[src/rtl/ad7265_responder_if.sv]
// Serial pin bundle between an AD7265-style master and the responder.
// The master drives the clock, address, chip select and range; the responder drives data.
interface ad7265_responder_if;
    logic       adc_sclk;
    logic [2:0] adc_addr;
    logic       ncs;
    logic       rng;
    logic       douta;
    logic       doutb;

    modport master (
        output adc_sclk,
        output adc_addr,
        output ncs,
        output rng,
        input  douta,
        input  doutb
    );

    modport slave (
        input  adc_sclk,
        input  adc_addr,
        input  ncs,
        input  rng,
        output douta,
        output doutb
    );
endinterface

[src/rtl/ad7265_responder.sv]
// AD7265 dual-channel serial ADC responder: returns per-address sample values on douta/doutb
// and reports frame completion, aborted frames and invalid addresses.
module ad7265_responder #(
    parameter int SYNC_STAGES = 2,
    parameter int DATA_BITS   = 12,
    parameter int LEAD_ZEROS  = 2
) (
    input  logic                     clock,
    input  logic                     reset_n,
    ad7265_responder_if.slave        adc,
    input  logic [6*DATA_BITS-1:0]   val_a,
    input  logic [6*DATA_BITS-1:0]   val_b,
    output logic                     frame_done,
    output logic                     short_frame,
    output logic                     bad_addr,
    output logic [2:0]               last_addr,
    output logic                     last_rng,
    output logic [15:0]              frame_count
);

    localparam int FRAME_BITS = LEAD_ZEROS + DATA_BITS;
    localparam int CNT_W      = $clog2(FRAME_BITS);
    localparam logic [CNT_W-1:0] PRE_LAST = CNT_W'(FRAME_BITS - 2);

    typedef enum logic [1:0] {IDLE, SHIFT, TRAIL} state_t;

    state_t state_q, state_d;

    logic [SYNC_STAGES-1:0]       sclk_sync_q, sclk_sync_d;
    logic [SYNC_STAGES-1:0]       ncs_sync_q, ncs_sync_d;
    logic [SYNC_STAGES-1:0]       rng_sync_q, rng_sync_d;
    logic [SYNC_STAGES-1:0][2:0]  addr_sync_q, addr_sync_d;
    logic                         sclk_prev_q, ncs_prev_q;

    logic [FRAME_BITS-1:0] shift_a_q, shift_a_d, shift_b_q, shift_b_d;
    logic [CNT_W-1:0]      bit_cnt_q, bit_cnt_d;
    logic                  douta_q, douta_d, doutb_q, doutb_d;
    logic                  frame_done_q, frame_done_d;
    logic                  short_frame_q, short_frame_d;
    logic                  bad_addr_q, bad_addr_d;
    logic [2:0]            last_addr_q, last_addr_d;
    logic                  last_rng_q, last_rng_d;
    logic [15:0]           frame_count_q, frame_count_d;

    logic                  sclk_s, ncs_s, rng_s;
    logic [2:0]            addr_s;
    logic                  sclk_fall, ncs_fall, ncs_rise, addr_ok;
    logic [DATA_BITS-1:0]  sel_a, sel_b;

    always_comb begin
        sclk_sync_d    = sclk_sync_q;
        ncs_sync_d     = ncs_sync_q;
        rng_sync_d     = rng_sync_q;
        addr_sync_d    = addr_sync_q;
        sclk_sync_d[0] = adc.adc_sclk;
        ncs_sync_d[0]  = adc.ncs;
        rng_sync_d[0]  = adc.rng;
        addr_sync_d[0] = adc.adc_addr;
        for (int i = 1; i < SYNC_STAGES; i++) begin
            sclk_sync_d[i] = sclk_sync_q[i-1];
            ncs_sync_d[i]  = ncs_sync_q[i-1];
            rng_sync_d[i]  = rng_sync_q[i-1];
            addr_sync_d[i] = addr_sync_q[i-1];
        end
    end

    assign sclk_s    = sclk_sync_q[SYNC_STAGES-1];
    assign ncs_s     = ncs_sync_q[SYNC_STAGES-1];
    assign rng_s     = rng_sync_q[SYNC_STAGES-1];
    assign addr_s    = addr_sync_q[SYNC_STAGES-1];
    assign sclk_fall = sclk_prev_q & ~sclk_s;
    assign ncs_fall  = ncs_prev_q & ~ncs_s;
    assign ncs_rise  = ~ncs_prev_q & ncs_s;
    assign addr_ok   = (addr_s != 3'd0) && (addr_s != 3'd7);

    // ncs history resets low so a chip select already held low at release is not seen as a new frame.
    always_ff @(posedge clock or negedge reset_n) begin
        if (!reset_n) begin
            sclk_sync_q <= '1;
            ncs_sync_q  <= '0;
            rng_sync_q  <= '0;
            addr_sync_q <= '0;
            sclk_prev_q <= 1'b1;
            ncs_prev_q  <= 1'b0;
        end else begin
            sclk_sync_q <= sclk_sync_d;
            ncs_sync_q  <= ncs_sync_d;
            rng_sync_q  <= rng_sync_d;
            addr_sync_q <= addr_sync_d;
            sclk_prev_q <= sclk_s;
            ncs_prev_q  <= ncs_s;
        end
    end

    always_ff @(posedge clock or negedge reset_n) begin
        if (!reset_n) state_q <= IDLE;
        else          state_q <= state_d;
    end

    always_comb begin
        state_d = state_q;
        case (state_q)
            IDLE:    if (ncs_fall) state_d = SHIFT;
            SHIFT: begin
                if (ncs_rise)                                 state_d = IDLE;
                else if (sclk_fall && bit_cnt_q == PRE_LAST)  state_d = TRAIL;
            end
            TRAIL:   if (ncs_rise) state_d = IDLE;
            default: state_d = IDLE;
        endcase
    end

    always_comb begin
        sel_a = '0;
        sel_b = '0;
        for (int k = 0; k < 6; k++) begin
            if (addr_s == 3'(k + 1)) begin
                sel_a = val_a[k*DATA_BITS +: DATA_BITS];
                sel_b = val_b[k*DATA_BITS +: DATA_BITS];
            end
        end
    end

    // A chip-select rise is checked before any sclk edge so it always wins a same-cycle collision.
    always_comb begin
        shift_a_d     = shift_a_q;
        shift_b_d     = shift_b_q;
        bit_cnt_d     = bit_cnt_q;
        douta_d       = douta_q;
        doutb_d       = doutb_q;
        frame_done_d  = 1'b0;
        short_frame_d = 1'b0;
        bad_addr_d    = 1'b0;
        last_addr_d   = last_addr_q;
        last_rng_d    = last_rng_q;
        frame_count_d = frame_count_q;
        case (state_q)
            IDLE: begin
                douta_d = 1'b0;
                doutb_d = 1'b0;
                if (ncs_fall) begin
                    last_addr_d = addr_s;
                    last_rng_d  = rng_s;
                    shift_a_d   = addr_ok ? FRAME_BITS'(sel_a) : '0;
                    shift_b_d   = addr_ok ? FRAME_BITS'(sel_b) : '0;
                    bad_addr_d  = ~addr_ok;
                    bit_cnt_d   = '0;
                    douta_d     = shift_a_d[FRAME_BITS-1];
                    doutb_d     = shift_b_d[FRAME_BITS-1];
                end
            end
            SHIFT: begin
                if (ncs_rise) begin
                    short_frame_d = 1'b1;
                    douta_d       = 1'b0;
                    doutb_d       = 1'b0;
                end else if (sclk_fall) begin
                    shift_a_d = shift_a_q << 1;
                    shift_b_d = shift_b_q << 1;
                    douta_d   = shift_a_q[FRAME_BITS-2];
                    doutb_d   = shift_b_q[FRAME_BITS-2];
                    bit_cnt_d = bit_cnt_q + 1'b1;
                end
            end
            TRAIL: begin
                if (ncs_rise) begin
                    frame_done_d  = 1'b1;
                    frame_count_d = frame_count_q + 16'd1;
                end
                if (ncs_rise || sclk_fall) begin
                    douta_d = 1'b0;
                    doutb_d = 1'b0;
                end
            end
            default: begin
                douta_d = 1'b0;
                doutb_d = 1'b0;
            end
        endcase
    end

    always_ff @(posedge clock or negedge reset_n) begin
        if (!reset_n) begin
            shift_a_q     <= '0;
            shift_b_q     <= '0;
            bit_cnt_q     <= '0;
            douta_q       <= 1'b0;
            doutb_q       <= 1'b0;
            frame_done_q  <= 1'b0;
            short_frame_q <= 1'b0;
            bad_addr_q    <= 1'b0;
            last_addr_q   <= 3'd0;
            last_rng_q    <= 1'b0;
            frame_count_q <= 16'd0;
        end else begin
            shift_a_q     <= shift_a_d;
            shift_b_q     <= shift_b_d;
            bit_cnt_q     <= bit_cnt_d;
            douta_q       <= douta_d;
            doutb_q       <= doutb_d;
            frame_done_q  <= frame_done_d;
            short_frame_q <= short_frame_d;
            bad_addr_q    <= bad_addr_d;
            last_addr_q   <= last_addr_d;
            last_rng_q    <= last_rng_d;
            frame_count_q <= frame_count_d;
        end
    end

    assign adc.douta   = douta_q;
    assign adc.doutb   = doutb_q;
    assign frame_done  = frame_done_q;
    assign short_frame = short_frame_q;
    assign bad_addr    = bad_addr_q;
    assign last_addr   = last_addr_q;
    assign last_rng    = last_rng_q;
    assign frame_count = frame_count_q;

endmodule

[src/flat_wrapper.sv]
// flat-port wrapper written by rule: the top's interface ports become plain ports
module ad7265_responder_flat 
#(
    parameter int SYNC_STAGES = 2,
    parameter int DATA_BITS   = 12,
    parameter int LEAD_ZEROS  = 2
)
  (clock, reset_n, val_a, val_b, frame_done, short_frame, bad_addr, last_addr, last_rng, frame_count, adc_adc_sclk, adc_adc_addr, adc_ncs, adc_rng, adc_douta, adc_doutb);
  ad7265_responder_if adc_i ();
  input  logic clock;
  input  logic reset_n;
  input  logic [6*DATA_BITS-1:0] val_a;
  input  logic [6*DATA_BITS-1:0] val_b;
  output logic frame_done;
  output logic short_frame;
  output logic bad_addr;
  output logic [2:0] last_addr;
  output logic last_rng;
  output logic [15:0] frame_count;
  input wire logic [$bits(adc_i.adc_sclk)-1:0] adc_adc_sclk;
  input wire logic [$bits(adc_i.adc_addr)-1:0] adc_adc_addr;
  input wire logic [$bits(adc_i.ncs)-1:0] adc_ncs;
  input wire logic [$bits(adc_i.rng)-1:0] adc_rng;
  output wire logic [$bits(adc_i.douta)-1:0] adc_douta;
  output wire logic [$bits(adc_i.doutb)-1:0] adc_doutb;
  assign adc_i.adc_sclk = adc_adc_sclk;
  assign adc_i.adc_addr = adc_adc_addr;
  assign adc_i.ncs = adc_ncs;
  assign adc_i.rng = adc_rng;
  assign adc_douta = adc_i.douta;
  assign adc_doutb = adc_i.doutb;
  ad7265_responder #(.SYNC_STAGES(SYNC_STAGES), .DATA_BITS(DATA_BITS), .LEAD_ZEROS(LEAD_ZEROS)) u_core (.clock(clock), .reset_n(reset_n), .adc(adc_i), .val_a(val_a), .val_b(val_b), .frame_done(frame_done), .short_frame(short_frame), .bad_addr(bad_addr), .last_addr(last_addr), .last_rng(last_rng), .frame_count(frame_count));
endmodule
[config.mk]
export PLATFORM = sky130hd
export DESIGN_NAME = ad7265_responder_flat
export DESIGN_NICKNAME = d
export VERILOG_FILES = /design/src/rtl/ad7265_responder_if.sv /design/src/rtl/ad7265_responder.sv /design/src/flat_wrapper.sv
export SDC_FILE = /design/constraint.sdc
export NUM_CORES = 1
export LEC_CHECK = 0
export ABC_CLOCK_PERIOD_IN_PS = 1900
export BUFFER_PORTS_ARGS = -buffer_cell sky130_fd_sc_hd__buf_2
export CORE_ASPECT_RATIO = 0.9
export CORE_MARGIN = 1.5
export CORE_UTILIZATION = 44
export DETAILED_ROUTE_END_ITERATION = 16
export PLACE_DENSITY = 0.83
export SETUP_SLACK_MARGIN = 0.3
export SLEW_MARGIN = 20
export SYNTH_ARGS = -nofsm -noshare
export SYNTH_HDL_FRONTEND = slang
export SYNTH_SLANG_ARGS = --single-unit
[constraint.sdc]
create_clock -name clock -period 1.9 [get_ports clock]
set_clock_uncertainty 0.05 [all_clocks]
set_input_delay 0.095 -clock clock [delete_from_list [all_inputs] [get_ports clock]]
set_output_delay 0.095 -clock clock [all_outputs]
set_load 0.02 [all_outputs]
# Yosys cells after proc, flatten, opt, wreduce, memory -nomap -nowiden
# Cells that the tools add are included.
[totals] regBits=71 input_bits=152 out_inout_bits=25 wordCells=101
[op_classes] add_sub_neg=2 n_eq_ne=17 muxes=45 bitwise_logic=7 n_reduce_logical=11
[op_table] operator="12-bit two-way mux" n=14
[op_table] operator="13-bit two-way mux" n=6
[op_table] operator="13-bit case mux with 2 select lines" n=2
[op_table] operator="16-bit by 1-bit adder with 16-bit output, second input constant" n=1
[op_table] operator="1-bit two-way mux" n=12
[op_table] operator="4-bit two-way mux" n=3
[op_table] operator="3-bit equality test, second input constant" n=3
[op_table] operator="2-bit two-way mux" n=4
[op_table] operator="2-bit by 1-bit inequality test with 1-bit output, second input constant" n=4
[op_table] operator="4-bit case mux with 2 select lines" n=1
[op_table] operator="3-bit by 2-bit equality test with 1-bit output, second input constant" n=2
[op_table] operator="3-bit by 1-bit inequality test with 1-bit output, second input constant" n=2
[op_table] operator="1-bit case mux with 3 select lines" n=2
[op_table] operator="2-bit case mux with 3 select lines" n=1
[op_table] operator="2-bit AND reduction" n=3
[op_table] operator="4-bit by 1-bit adder with 4-bit output, second input constant" n=1
[op_table] operator="4-bit equality test, second input constant" n=1
[op_table] operator="1-bit NOT" n=4
[op_table] operator="4-bit AND reduction" n=1
[op_table] operator="1-bit AND" n=3
[op_table] operator="3-bit by 1-bit equality test with 1-bit output, second input constant" n=1
[op_table] operator="3-bit inequality test, second input constant" n=1
[op_table] operator="3-bit AND reduction" n=1
[op_table] operator="3-bit nonzero test" n=1
[op_table] operator="other kinds (7)" n=8

# Depth between registers and ports, before layout
[depth] word_depth=10 ltp_mapped=7 ltp_nobuf=5

# Least setup slack after synthesis
# No wires, ideal clock.
[synth_path] path_kind="register -> register" from="register u_core.ncs_sync_q[1]" to="register u_core.shift_a_q[0]" setup_time_ns=0.130 t_arrival_ns=1.596 required_time_ns=1.720 slack_ns=0.124 stages_incl_launch_ff=6 path_buffers=2 period_less_slack_ns=1.776 path_cell_list="dfrtp_1 > or3b_2 > a31oi_2 > buf_2 > buf_2 > o32ai_1"
[synth_via] elab_chain_cells=4 elab_cells_between_ends=6 cone_classes="2 x eq/ne; 3 x bitwise; 1 x reduce/logical"
[synth_lines] element="from (decl)" line="ad7265_responder.sv:30" rtl="logic [SYNC_STAGES-1:0] ncs_sync_q, ncs_sync_d;"
[synth_lines] element="from (signal assigned)" line="ad7265_responder.sv:87" rtl="ncs_sync_q <= ncs_sync_d;"
[synth_lines] element="1-bit NOT" line="ad7265_responder.sv:72" rtl="assign ncs_fall = ncs_prev_q & ~ncs_s;"
[synth_lines] element="1-bit AND" line="ad7265_responder.sv:72"
[synth_lines] element="2-bit by 1-bit inequality test with 1-bit output (no source line)"
[synth_lines] element="4-bit AND reduction (no source line) (*)"
[synth_lines] element="to (signal assigned)" line="ad7265_responder.sv:196" rtl="shift_a_q <= shift_a_d;"
[synth_lines] element="to (decl)" line="ad7265_responder.sv:35" rtl="logic [FRAME_BITS-1:0] shift_a_q, shift_a_d, shift_b_q, shift_b_d;"
# Mark *: on every way between the ends. The rest lies on a longest branch, timed or not.
# A chain may end at the register's enable or synchronous reset.

# Worst setup path after layout
[layout_path] from="register u_core.addr_sync_q (netlist bit u_core.addr_s[2])" to="register u_core.shift_a_q[11]"
[layout_via] elab_chain_cells=10 elab_cells_between_ends=18 cone_classes="7 x eq/ne; 9 x mux; 2 x reduce/logical"
[layout_lines] element="from (decl)" line="ad7265_responder.sv:32" rtl="logic [SYNC_STAGES-1:0][2:0] addr_sync_q, addr_sync_d;"
[layout_lines] element="from (signal assigned)" line="ad7265_responder.sv:89" rtl="addr_sync_q <= addr_sync_d;"
[layout_lines] element="3-bit by 1-bit equality test with 1-bit output" line="ad7265_responder.sv:117" rtl="if (addr_s == 3'(k + 1)) begin"
[layout_lines] element="12-bit two-way mux (6 in a row)" line="ad7265_responder.sv:117"
[layout_lines] element="12-bit two-way mux (*)" line="ad7265_responder.sv:144" rtl="shift_a_d = addr_ok ? FRAME_BITS'(sel_a) : '0;"
[layout_lines] element="13-bit two-way mux (*)" line="ad7265_responder.sv:141" rtl="if (ncs_fall) begin"
[layout_lines] element="13-bit case mux with 2 select lines (*)" line="ad7265_responder.sv:137" rtl="case (state_q)"
# Mark *: on every way between the ends. The rest lies on a longest branch, timed or not. The select of a mux whose other input is x is not followed.

==> reports/summary.txt <==
reg-to-reg endpoint: u_core.shift_a_q[11]$_DFFE_PN0P_
fmax: 578 MHz
CP Data Required Time: 2.11 ns
Max Cap Viol: 0
RR Startpoint: u_core.addr_s[2]$_DFF_PN0_
fin cells: 779
maximum root-to-sink buffer count: 2
Top Ports: 177
placed insts: 731
Critical Path Sink Type: flip-flop
Power Total: 4.71 mW
Cell Rows: 33
CTS tree: yes
global-route wire length before repair: 20900 microns
R2R setup slack: 0.17 ns
die width: 107 microns
top_reg_cell synth: dfrtp_1
layout net count: 807
number of synthesized flops with an enable pin: 0
sequential area share after synthesis: 0.415
post-synthesis instance total: 453
Synth warnings: 0
CTS sink count: 71
Max-slew headroom: 0.759
initial antenna violation count: 0
routed len/inst: 18.0 microns
Starting Density: 0.461
Worst Reg-to-Reg Cells: 6
TNS Setup: 0 ns
syn_nets: 608
Synth-to-Final Area Change: 45.1%
final worst-path cycle share: 0.911
Worst Max-Slew Pin Slew: 0.361 ns
Post-Syn Area: 4290 sq um
total routed wirelength: 14000 microns
Tot GR Track Use: 0.253
Die Ht: 96.6 microns
largest net degree at the start of global routing: 72
Power Density: 756 nW/um^2
most common cell after layout, fill and taps aside: buf_2
Cell variety after synth: 46
Setup Crit Path Kind: flip-flop to flip-flop
Routed Antenna Nets: 0
first drt pass iteration count: 5
clk_lat worst skew: 0.35 ns
via count: 4560
Setup WS pre-CTS: 0.142 ns
Worst-path clk slew: 0.08 ns
CTS Buf Count: 9
via/cell ratio: 5.85
Yosys reg bits: 71
final hold viol count: 0
diodes inserted: 0
DRT iter0 DRCs: 319
drt drc: 0
highest-count cells in the layout ignoring fill and taps: buf_2, dfrtp_1, nand2_1, a21oi_1
CP Max Fanout: 9
Mean Syn Cell Area: 9.46 sq um
final count of pins violating max slew: 0
async set-reset flop share out of synthesis: 1.00
CP Data Arrival Time: 1.94 ns
die area: 10300 sq um
RSZ-0062 raised after global routing: yes
global route overflow: 0
gp weighted congestion: 0.878
DPL Wire Length: 8980 microns
H-tree Lvls: 3
core area: 9290 sq um
outcome: finished clean
share of cells above drive strength 1: 0.460
crit path from: u_core.addr_s[2]$_DFF_PN0_
Worst Hold Class: input port to flip-flop
Root Driver: clkbuf_8
I/O Buffers: 176
Worst setup SP type: flip-flop
setup slack after layout: 0.169 ns
Tmin final: 1.73 ns
vias in the first global route: 4585
Final setup viols: 0
P_leak: 3.04 nW
Critical Path Sink: u_core.shift_a_q[11]$_DFFE_PN0P_
maximum vdd ir drop: 0.445 mV
cell type report:
type                            count  area, sq um
Fill cell                         660         3070
Multi-Input combinational cell    334         2570
Sequential cell                    71         1790
Timing Repair Buffer              227         1490
Tap cell                          122          153
Clock buffer                       12          135
Clock inverter                      4         48.8
Inverter                            9         33.8
cell families (layout without fill, tap and decap cells):
kind of cell / after synthesis / after routing / synth area share
fa+ha+maj: 3 / 3 / 0.00876
simple gates: 154 / 154 / 0.205
xor+xnor: 15 / 15 / 0.0306
mux: 30 / 30 / 0.0744
compound gates: 132 / 132 / 0.216
flops: 71 / 71 / 0.415
buf+inv: 48 / 252 / 0.0493
stage by stage:
step	cell area (sq um)	util	hold slack (ns)
after global placement	5350	0.576	0.0901
after CTS	5810	0.626	0.0611
after floorplan	4360	-	-0.251
final	6220	0.669	0.101
after detailed placement	5350	0.576	0.0931
after global routing	6220	0.669	0.107
cell usage after synthesis (2+ instances only):
cell | count | area (sq um)
o21ai_0 | 26 | 130
mux2_2 | 5 | 56.3
clkbuf_1 | 27 | 101
dfrtp_1 | 68 | 1700
o21a_1 | 2 | 15.0
mux2i_1 | 24 | 240
nand2b_1 | 6 | 37.5
nor2b_1 | 28 | 175
a2bb2oi_1 | 21 | 184
nor2_1 | 34 | 128
nand2_1 | 34 | 128
nand4_1 | 5 | 31.3
a31o_2 | 2 | 17.5
buf_4 | 4 | 30.0
a21oi_1 | 28 | 140
dfstp_2 | 3 | 78.8
xnor2_1 | 8 | 70.1
nand4bb_1 | 2 | 22.5
a32o_1 | 2 | 20.0
buf_2 | 7 | 35.0
a31oi_1 | 22 | 138
ha_1 | 3 | 37.5
nor3_1 | 2 | 10.0
xor2_1 | 7 | 61.3
inv_1 | 9 | 33.8
o32ai_1 | 2 | 17.5
nand4b_1 | 2 | 17.5
a221o_1 | 21 | 210
nor3_2 | 2 | 20.0
and3b_1 | 21 | 184
and3_1 | 2 | 12.5
nand3_1 | 10 | 50.1
flip-flops by register name, summed over array words and instances (netlist names), 2 cells and up:
| name | cells |
|---|---|
| u_core.bit_cnt_q | 4 |
| u_core.addr_s | 3 |
| u_core.shift_a_q | 13 |
| u_core.shift_b_q | 13 |
| u_core.addr_sync_d | 3 |
| u_core.sclk_sync_q | 2 |
| u_core.frame_count | 16 |
| u_core.rng_sync_q | 2 |
| u_core.state_q | 2 |
| u_core.ncs_sync_q | 2 |
| u_core.last_addr | 3 |
where the power goes:
part           internal [mW]  switching [mW]  total, mW
clock                  0.606           0.548       1.15
combinational          0.745           0.743       1.49
sequential              1.82           0.241       2.06
total                   3.17            1.53       4.71
metal layers:
layer | vias up | share of wire | global-route usage
met5 | - | 0 | 0
met3 | 66 | 0.074 | 0.0775
li1 | 2069 | - | -
met1 | 2174 | 0.38 | 0.286
met2 | 251 | 0.51 | 0.434
met4 | 0 | 0.040 | 0.113
worst max-delay path: stages (launching register included):
cell       delay [ns]
dfrtp_2          0.46
buf_6            0.15
clkbuf_16        0.16
mux2i_1          0.12
a2bb2oi_1        0.15
a221o_1          0.37
a31oi_1          0.18
worst min path at each step:
| stage | end | start | depth (start not counted) | slack, ns |
|---|---|---|---|---|
| 6_report | u_core.shift_b_q[0]$_DFFE_PN0P_ | val_b[60] | 3 | 0.10 |
| 4_1_cts | u_core.shift_b_q[0]$_DFFE_PN0P_ | val_b[60] | 3 | 0.06 |
| 5_1_grt | u_core.shift_b_q[0]$_DFFE_PN0P_ | val_b[60] | 3 | 0.11 |
| 3_5_place_dp | u_core.frame_count[12]$_DFFE_PN0P_ | reset_n | 2 | 0.09 |
| 3_3_place_gp | u_core.frame_count[14]$_DFFE_PN0P_ | reset_n | 2 | 0.09 |
| 2_1_floorplan | u_core.adc.douta$_DFFE_PN0P_ | reset_n | 0 | -0.25 |
repair_timing:
item | CTS | global route
hold endpoints to repair | 74 | 0
hold buffers | 7 | 0
setup buffers | 11 | 6
resized for setup | 27 | 60
endpoints found under the setup margin | 39 | 46
pin swaps | 5 | 48
cloned | 2 | 6
No activity file was read; power rests on OpenSTA's default activity.
